`src/rtl/move_issuer_pkg.sv`:
```
// Shared widths, phase codes and request layout for the move-instruction stream.
package move_issuer_pkg;

    localparam int DATA_WIDTH = 16;
    localparam logic [DATA_WIDTH-1:0] NULL_DEVICE = '0;

    // Phase codes are shared with fetch; keep the encoding fixed.
    typedef enum logic [2:0] {
        LIDLE           = 3'd0,
        LSOURCE_DEVICE  = 3'd1,
        LSOURCE_ADDRESS = 3'd2,
        LTARGET_DEVICE  = 3'd3,
        LTARGET_ADDRESS = 3'd4
    } phase_e;

    typedef struct packed {
        logic [DATA_WIDTH-1:0] src_dev;
        logic [DATA_WIDTH-1:0] src_addr;
        logic [DATA_WIDTH-1:0] tgt_dev;
        logic [DATA_WIDTH-1:0] tgt_addr;
    } move_req_t;

    function automatic phase_e next_phase(input phase_e p);
        case (p)
            LIDLE:           return LSOURCE_DEVICE;
            LSOURCE_DEVICE:  return LSOURCE_ADDRESS;
            LSOURCE_ADDRESS: return LTARGET_DEVICE;
            LTARGET_DEVICE:  return LTARGET_ADDRESS;
            default:         return LIDLE;
        endcase
    endfunction

endpackage

```
`src/rtl/move_issuer_if.sv`:
```
// Move-request channel: valid/ready handshake carrying source and target device/address.
interface move_issuer_if;
    import move_issuer_pkg::*;

    logic                  valid;
    logic                  ready;
    logic [DATA_WIDTH-1:0] src_dev;
    logic [DATA_WIDTH-1:0] src_addr;
    logic [DATA_WIDTH-1:0] tgt_dev;
    logic [DATA_WIDTH-1:0] tgt_addr;

    modport master (output valid, src_dev, src_addr, tgt_dev, tgt_addr, input ready);
    modport slave  (input valid, src_dev, src_addr, tgt_dev, tgt_addr, output ready);
endinterface

```
`src/rtl/move_req_fifo.sv`:
```
// 2-entry FIFO of move requests; pop data is the registered head, visible the cycle after push.
// Backpressure: push ignored when full, pop ignored when empty; push+pop on one edge both happen.
module move_req_fifo #(
    parameter int W = 64
) (
    input  logic         clk,
    input  logic         rst,
    input  logic         push,
    input  logic [W-1:0] push_dat,
    input  logic         pop,
    output logic [W-1:0] pop_dat,
    output logic         full,
    output logic         empty
);

    logic [W-1:0] mem [2];
    logic         wr_ptr;
    logic         rd_ptr;
    logic [1:0]   count;
    logic         do_push;
    logic         do_pop;

    assign full    = (count == 2'd2);
    assign empty   = (count == 2'd0);
    assign do_push = push && !full;
    assign do_pop  = pop && !empty;
    assign pop_dat = mem[rd_ptr];

    always_ff @(posedge clk) begin
        if (do_push) mem[wr_ptr] <= push_dat;
    end

    always_ff @(posedge clk) begin
        if (rst) begin
            wr_ptr <= 1'b0;
            rd_ptr <= 1'b0;
            count  <= 2'd0;
        end else begin
            if (do_push) wr_ptr <= ~wr_ptr;
            if (do_pop)  rd_ptr <= ~rd_ptr;
            count <= count + 2'(do_push) - 2'(do_pop);
        end
    end

endmodule

```
`src/rtl/move_issuer.sv`:
```
// Serializes queued move requests into 5-word ir frames locked to the receiver phase; NOP frames when idle.
// Latency: a request accepted before a TGT_ADDR edge appears in the next frame; ready drops only when the 2-entry queue is full.
module move_issuer
    import move_issuer_pkg::*;
#(
    parameter int SEQ_W = 8
) (
    input  logic                  clk,
    input  logic                  rst,
    move_issuer_if.slave          req,
    output logic [DATA_WIDTH-1:0] o_ir,
    output logic                  o_frame_start,
    output logic                  o_frame_done,
    output logic                  o_err_drop,
    output logic                  o_busy
);

    phase_e                phase_q;
    phase_e                phase_d;
    move_req_t             in_req;
    move_req_t             head;
    move_req_t             cur_q;
    logic                  frame_valid_q;
    logic [SEQ_W-1:0]      seq_q;
    logic [SEQ_W-1:0]      frame_seq_q;
    logic                  err_q;
    logic                  fifo_full;
    logic                  fifo_empty;
    logic                  accept;
    logic                  is_null;
    logic                  push;
    logic                  pop;
    logic [DATA_WIDTH-1:0] header;

    assign in_req    = '{src_dev: req.src_dev, src_addr: req.src_addr,
                         tgt_dev: req.tgt_dev, tgt_addr: req.tgt_addr};
    assign req.ready = !fifo_full && !rst;
    assign accept    = req.valid && req.ready;
    assign is_null   = (in_req.src_dev == NULL_DEVICE) || (in_req.tgt_dev == NULL_DEVICE);
    assign push      = accept && !is_null;
    assign pop       = (phase_q == LTARGET_ADDRESS) && !fifo_empty;

    move_req_fifo #(.W($bits(move_req_t))) u_fifo (
        .clk      (clk),
        .rst      (rst),
        .push     (push),
        .push_dat (in_req),
        .pop      (pop),
        .pop_dat  (head),
        .full     (fifo_full),
        .empty    (fifo_empty)
    );

    always_comb begin
        phase_d = next_phase(phase_q);
    end

    always_ff @(posedge clk) begin
        if (rst) begin
            phase_q       <= LIDLE;
            cur_q         <= '0;
            frame_valid_q <= 1'b0;
            frame_seq_q   <= '0;
            seq_q         <= '0;
            err_q         <= 1'b0;
        end else begin
            phase_q <= phase_d;
            err_q   <= accept && is_null;
            // The next frame is chosen on the edge that closes the current one.
            if (phase_q == LTARGET_ADDRESS) begin
                if (!fifo_empty) begin
                    cur_q         <= head;
                    frame_valid_q <= 1'b1;
                    frame_seq_q   <= seq_q;
                    seq_q         <= seq_q + SEQ_W'(1);
                end else begin
                    cur_q         <= '0;
                    frame_valid_q <= 1'b0;
                    frame_seq_q   <= '0;
                end
            end
        end
    end

    always_comb begin
        header                 = '0;
        header[DATA_WIDTH-1]   = frame_valid_q;
        header[SEQ_W-1:0]      = frame_seq_q;
    end

    always_comb begin
        o_ir = '0;
        if (!rst) begin
            case (phase_q)
                LIDLE:           o_ir = header;
                LSOURCE_DEVICE:  o_ir = cur_q.src_dev;
                LSOURCE_ADDRESS: o_ir = cur_q.src_addr;
                LTARGET_DEVICE:  o_ir = cur_q.tgt_dev;
                LTARGET_ADDRESS: o_ir = cur_q.tgt_addr;
                default:         o_ir = '0;
            endcase
        end
    end

    assign o_frame_start = rst || (phase_q == LIDLE);
    assign o_frame_done  = !rst && frame_valid_q && (phase_q == LTARGET_ADDRESS);
    assign o_err_drop    = !rst && err_q;
    assign o_busy        = !rst && (!fifo_empty || frame_valid_q);

endmodule

```
`src/flat_wrapper.sv`:
```
// flat-port wrapper written by rule: the top's interface ports become plain ports
module move_issuer_flat import move_issuer_pkg::*;
#(
    parameter int SEQ_W = 8
)
  (clk, rst, o_ir, o_frame_start, o_frame_done, o_err_drop, o_busy, req_valid, req_src_dev, req_src_addr, req_tgt_dev, req_tgt_addr, req_ready);
  move_issuer_if req_i ();
  input  logic clk;
  input  logic rst;
  output logic [DATA_WIDTH-1:0] o_ir;
  output logic o_frame_start;
  output logic o_frame_done;
  output logic o_err_drop;
  output logic o_busy;
  input wire logic [$bits(req_i.valid)-1:0] req_valid;
  input wire logic [$bits(req_i.src_dev)-1:0] req_src_dev;
  input wire logic [$bits(req_i.src_addr)-1:0] req_src_addr;
  input wire logic [$bits(req_i.tgt_dev)-1:0] req_tgt_dev;
  input wire logic [$bits(req_i.tgt_addr)-1:0] req_tgt_addr;
  output wire logic [$bits(req_i.ready)-1:0] req_ready;
  assign req_i.valid = req_valid;
  assign req_i.src_dev = req_src_dev;
  assign req_i.src_addr = req_src_addr;
  assign req_i.tgt_dev = req_tgt_dev;
  assign req_i.tgt_addr = req_tgt_addr;
  assign req_ready = req_i.ready;
  move_issuer #(.SEQ_W(SEQ_W)) u_core (.clk(clk), .rst(rst), .req(req_i), .o_ir(o_ir), .o_frame_start(o_frame_start), .o_frame_done(o_frame_done), .o_err_drop(o_err_drop), .o_busy(o_busy));
endmodule
```
`config.mk`:
```
export PLATFORM = sky130hd
export DESIGN_NAME = move_issuer_flat
export DESIGN_NICKNAME = d
export VERILOG_FILES = /design/src/rtl/move_issuer_pkg.sv /design/src/rtl/move_issuer_if.sv /design/src/rtl/move_req_fifo.sv /design/src/rtl/move_issuer.sv /design/src/flat_wrapper.sv
export SDC_FILE = /design/constraint.sdc
export NUM_CORES = 1
export LEC_CHECK = 0
export BUFFER_PORTS_ARGS = -buffer_cell sky130_fd_sc_hd__clkbuf_2
export CAP_MARGIN = 20
export CORE_MARGIN = 1.5
export CORE_UTILIZATION = 55
export CTS_BUF_LIST = sky130_fd_sc_hd__clkbuf_4 sky130_fd_sc_hd__clkbuf_8
export CTS_CLUSTER_DIAMETER = 100
export DETAILED_ROUTE_END_ITERATION = 10
export MAX_ROUTING_LAYER = met4
export PLACE_DENSITY = 0.87
export SLEW_MARGIN = 20
export SYNTH_ARGS = -nofsm -noshare
export SYNTH_HDL_FRONTEND = slang
export SYNTH_HIERARCHICAL = 1
export SYNTH_SLANG_ARGS = --single-unit
```
`constraint.sdc`:
```
create_clock -name clk -period 3.59 [get_ports clk]
set_clock_uncertainty 0.15 [all_clocks]
set_input_delay 0.5385 -clock clk [delete_from_list [all_inputs] [get_ports clk]]
set_output_delay 0.5385 -clock clk [all_outputs]
set_load 0.05 [all_outputs]
```
After elaboration in Yosys (flattened, before gate mapping)
Memories as Yosys holds them, arrays and structs flattened. A register that Yosys moved wholly into a read port is not among the register bits.
Index checks and enable logic that the tools add are counted.

word-level totals
  flip-flop bits (word level) = 89
  bits in latches = 0
  RAM bits = 128
  bits in read-only memories = 0
  bits of input ports = 67
  output and inout port bits = 21
  logic and storage cells = 57
  memories = 1

operators by class
  add/sub/neg operators = 3
  $mul = 0
  divide/modulo/power cells = 0
  magnitude comparators = 0
  equality and inequality tests = 5
  shift operators = 0
  muxes and demuxes = 10
  bitwise logic cells = 3
  reduce and logical (&&, ||, !) cells = 23

memory list
  name               depth  width  read ports  clocked after memory_dff  wr ports  RTL line             source
  u_core.u_fifo.mem  2      64     1           1                         1         move_req_fifo.sv:16  logic [W-1:0] mem [2];

operators by type and width
  operator                                                          number
  16-bit case mux with 5 select lines                               1
  64-bit two-way mux                                                1
  16-bit zero test                                                  2
  16-bit two-way mux                                                1
  3-bit case mux with 4 select lines                                1
  1-bit logical AND                                                 11
  8-bit by 1-bit adder with 8-bit output (second input constant)    1
  8-bit two-way mux                                                 1
  3-bit by 2-bit == test with 1-bit output (second input constant)  2
  1-bit two-way mux                                                 5
  1-bit zero test                                                   4
  3-bit by 1-bit == test with 1-bit output (second input constant)  1
  3-bit == test (second input constant)                             1
  3-bit zero test                                                   1
  1-bit logical OR                                                  3
  1-bit inverter                                                    3
  2-bit by 1-bit adder with 2-bit output                            1
  2-bit == test (second input constant)                             1
  2-bit zero test                                                   1
  2-bit AND reduction                                               1
  2-bit by 1-bit subtractor with 2-bit output                       1

Logic depth before layout (Yosys ltp)
  depth after elaboration = 8
  gate-level depth with buffers = 12
  gate-level depth less buffers = 12

By module
The synthesis kept the hierarchy.

by module, submodules not included
  module         instances  cells an instance  area an instance (µm²)  sequential area each (µm²)
  move_req_fifo  1          226                4848.4                  3943.8
  move_issuer    1          329                3420.8                  1701.6

Worst setup path after synthesis
Ideal clock, no wire load.

  path type = input -> register
  start = input rst
  end = memory u_core.u_fifo.mem[0][0], enable pin
  library setup time = 0.418 ns
  arrival = 3.546 ns
  data required time = 3.022 ns
  setup slack = -0.524 ns
  stages = 7
  path buffers = 1
  cells stage by stage = clkbuf_1 nor2_1 nand2_1 nor3_1 inv_1 or3_1 inv_1

between the ends
  longest elaborated chain between the ends = 7

ends and longest elaborated chain
  what                                     RTL line             source
  from (decl)                              flat_wrapper.sv:9    input logic rst;
  1-bit zero test                          move_issuer.sv:37    assign req.ready = !fifo_full && !rst;
  1-bit logical AND                        move_issuer.sv:37
  named net req_ready                      flat_wrapper.sv:20   output wire logic [$bits(req_i.ready)-1:0] req_ready;
  1-bit logical AND                        move_issuer.sv:38    assign accept = req.valid && req.ready;
  1-bit logical AND                        move_issuer.sv:40    assign push = accept && !is_null;
  named net u_core.push                    move_issuer.sv:31    logic push;
  1-bit logical AND                        move_req_fifo.sv:25  assign do_push = push && !full;
  1-bit two-way mux                        move_req_fifo.sv:30  if (do_push) mem[wr_ptr] <= push_dat;
  1-bit two-way mux (not written as such)  move_req_fifo.sv:30
  to (decl)                                move_req_fifo.sv:16

The timed path passes the listed nets, and every way through them passes these cells.

Worst setup path after layout
  start = register u_core.phase_q[0]
  end = output o_ir[10]

between the ends
  longest elaborated chain between the ends = 3
  elaborated cells between the ends (all ways) = 7
  classes of those cells = eq/ne: 4; mux: 2; reduce/logical: 1

ends and longest elaborated chain
  what                                   RTL line            source
  from (decl)                            move_issuer.sv:18   phase_e phase_q;
  from (signal assigned)                 move_issuer.sv:67   phase_q <= phase_d;
  3-bit == test (tied with other cells)  move_issuer.sv:94   case (phase_q)
  16-bit case mux with 5 select lines *  move_issuer.sv:94
  16-bit two-way mux *                   move_issuer.sv:93   if (!rst) begin
  to (decl)                              flat_wrapper.sv:10  output logic [DATA_WIDTH-1:0] o_ir;

Every way passes the cells marked *; elsewhere a longest branch is shown, timed or not.

==> flow_metrics.env <==
export IMPL_hpwl_um=11600
export IMPL_clockRootBuffer="clkbuf_8"
export IMPL_comb_power_share=0.048
export IMPL_p_leak_uw=0.00345
export IMPL_wl_per_cell_um=20.2
export IMPL_rr_worst_depth=9
export IMPL_synth_seq_area_share=0.683
export IMPL_vias=5167
export IMPL_fin_crit_ns=3.39
export IMPL_wl_um=17400
export IMPL_min_to="u_core/u_fifo/mem[1][6]$_DFFE_PP_"
export IMPL_switching_share=0.217
export IMPL_final_cell_mix="edfxtp_1, dfxtp_1, clkbuf_2"
export IMPL_gr_usage_met1=0.293
export IMPL_rsz0062_at_grt="false"
export IMPL_post_cts_resized=0
export IMPL_die_width_um=126
export IMPL_grt_pass1_wl_um=27500
export IMPL_tightest_slew_ns=0.829
export IMPL_multi_input_area_um2=2420
export IMPL_slew_headroom=0.446
export IMPL_cp_start_kind="register"
export IMPL_routed_via_density=5.99
export IMPL_r2r_end="u_core/u_fifo/count[1]$_SDFF_PP0_"
export IMPL_drc=0
export IMPL_maxCapViolations=0
export IMPL_required_ns=2.90
export IMPL_synthCells=555
export IMPL_dieArea_um2=15800
export IMPL_setup_viol_count_final=0
export IMPL_final_common_cell="edfxtp_1"
export IMPL_grt_pass1_vias=5246
export IMPL_netlist_area_um2=8270
export IMPL_num_fill_cells=972
export IMPL_grt_max_degree=49
export IMPL_synth_top_cell_by_area="edfxtp_1"
export IMPL_synthesis_nets=625
export IMPL_synth_area_per_cell_um2=14.9
export IMPL_drtPass1Iterations=7
export IMPL_min_path_cells=1
export IMPL_regToRegSetupSlack_ns=0.60
export IMPL_yosys_register_bits=218
export IMPL_antenna_left=0
export IMPL_ctsHoldBuffers=0
export IMPL_portBuffers=87
export IMPL_tns_ns=0
export IMPL_grtUsageMet2=0.365
export IMPL_coreArea_um2=14600
export IMPL_end_kind="output port"
export IMPL_areaGrowthSynthToFinish_pct=16.3
export IMPL_fin_crit_sh=0.944
export IMPL_yosys_warnings=6
export IMPL_rr_startpoint="u_core/phase_q[0]$_SDFF_PP0_"
export IMPL_status="finished clean"
export IMPL_p_clk_frac=0.411
export IMPL_worstHoldStart="req_tgt_addr[6]"
export IMPL_grt_use_met3=0.0467
export IMPL_worstSetupPathType="reg2out"
export IMPL_pwr_share_seq=0.541
export IMPL_drive_gt1_frac=0.353
export IMPL_clk_latency_ns=0.51
export IMPL_regArea_um2=5650
export IMPL_synth_distinct_cells=43
export IMPL_gp_congestion=0.889
export IMPL_cts_tree="built"
export IMPL_clock_path_buffers=3
export IMPL_clock_fmax_ghz=0.295
export IMPL_final_hold_viol_count=0
export IMPL_hold_path_class="in2reg"
export IMPL_synth_edff_count=128
export IMPL_clock_sinks=218
export IMPL_dp_slack_ns=0.710
export IMPL_p_int_uw=3970
export IMPL_postCtsSetupRepairBufs=0
export IMPL_final_nets=723
export IMPL_slew_viol_final=0
export IMPL_crit_fanout=23
export IMPL_antenna_cells=0
export IMPL_dieHeight_um=126
export IMPL_crit_arrival_ns=2.70
export IMPL_drtIter0Drc=400
export IMPL_vdd_drop_max_v=0.000332
export IMPL_ys_top_cells_by_area="edfxtp_1, dfxtp_1, mux2_2, a22o_1, a21oi_1"
export IMPL_ys_flop_type="edfxtp_1"
export IMPL_num_rows=44
export IMPL_io_pins=88
export IMPL_antenna_found_initial=0
export IMPL_busiest_layer="met2"
export IMPL_initial_core_util=0.567
export IMPL_path_clk_slew_ns=0.06
export IMPL_cts_inserted_buffers=34
export IMPL_cts_max_level=2
export IMPL_power_density_nw_per_um2=528
export IMPL_synth_top_area_frac=0.465
export IMPL_track_usage=0.229
export IMPL_worst_slack_ns=0.201
export IMPL_overflow=0
export IMPL_p_switching_uw=1100
export IMPL_synth_async_reset_ratio=0
## power groups by stage
stage | combinational, µW | clock [µW] | sequential (µW)
after CTS | 244 | 2120 | 2740
after detailed placement | 242 | 0 | 2800
after global routing | 262 | 2230 | 2750
after floorplan | 143 | 0 | 2780
after global placement | 232 | 0 | 2790
final | 244 | 2090 | 2740
## metal layers
metal	routed length, µm	vias up	part of all wire
li1	-	2375	-
met1	7210	2546	0.41
met2	8640	215	0.50
met3	1190	31	0.069
met4	376	0	0.022
met5	0	-	0
## Yosys cell counts (3+ instances only)
master    instances
buf_4             6
nand2_1           9
nor2_1            8
o31ai_1           4
edfxtp_1        128
mux2_2           73
buf_2            10
nand3b_1         16
ha_1              3
xnor2_1           3
a21oi_1          27
dfxtp_1          90
o21ai_0           4
nor2b_1           3
a32oi_1           7
or3_1             3
inv_1             6
nor4_1            8
clkbuf_1         19
nor3_1            6
or4_1             4
a21o_1            8
a22o_1           70
a22oi_1          18
## how the worst max path moves through the flow
| stage | from | end |
|---|---|---|
| final | u_core/phase_q[0]$_SDFF_PP0_ | o_ir[10] |
| after global routing | u_core/phase_q[0]$_SDFF_PP0_ | o_ir[7] |
| after CTS | u_core/phase_q[0]$_SDFF_PP0_ | o_ir[10] |
| after detailed placement | u_core/phase_q[2]$_SDFF_PP0_ | u_core/u_fifo/count[1]$_SDFF_PP0_ |
| after global placement | rst | u_core/u_fifo/mem[0][44]$_DFFE_PP_ |
| after floorplan | rst | u_core/u_fifo/mem[0][0]$_DFFE_PP_ |
## area by class of cell
type	instances	share of cell area
multi-input combinational	292	0.252
sequential	218	0.587
clock buffer	49	0.0629
clock inverter	13	0.00949
tap	184	0.0239
timing repair buffer	99	0.0611
inverter	8	0.00351
## cell families (layout without fill, tap and decap cells)
kind of cell | after synthesis | count (layout) | synth area share
flip-flops | 218 | 218 | 0.683
buffers and inverters | 45 | 169 | 0.0256
AO/OA/AOI/OAI | 140 | 140 | 0.130
AND/OR/NAND/NOR | 72 | 72 | 0.0539
multiplexers | 73 | 73 | 0.0994
XOR/XNOR | 4 | 4 | 0.00424
adder cells (fa/ha/maj) | 3 | 3 | 0.00454
## through the flow
step	utilization	area, µm²	instances	hold WS, ns	total power [µW]
6_report	0.659	9620	863	0.0660	5080
5_1_grt	0.659	9620	863	0.0536	5240
4_1_cts	0.659	9620	863	0.0494	5100
3_5_place_dp	0.612	8920	801	0.307	3040
3_3_place_gp	0.612	8920	801	0.293	3020
2_1_floorplan	-	8270	555	0.282	2920
## sequential cells by signal (all words and copies together), names as in the netlist, named ones only
register and flops:
u_core/u_fifo/count 2, u_core/seq_q 8, u_core/frame_seq_q 8, u_core/err_q 1, u_core/u_fifo/mem 128, u_core/frame_valid_q 1
u_core/cur_q 64, u_core/u_fifo/rd_ptr 1, u_core/u_fifo/wr_ptr 1, u_core/phase_q 3
## worst max-delay path, cell delays in order (launching register included)
cell      delay, ns
dfxtp_1        0.86
nor2b_1        0.32
buf_4          0.25
a32oi_1        0.12
a21oi_1        0.29
clkbuf_2       0.34
Power figures use the tool's default switching activity.
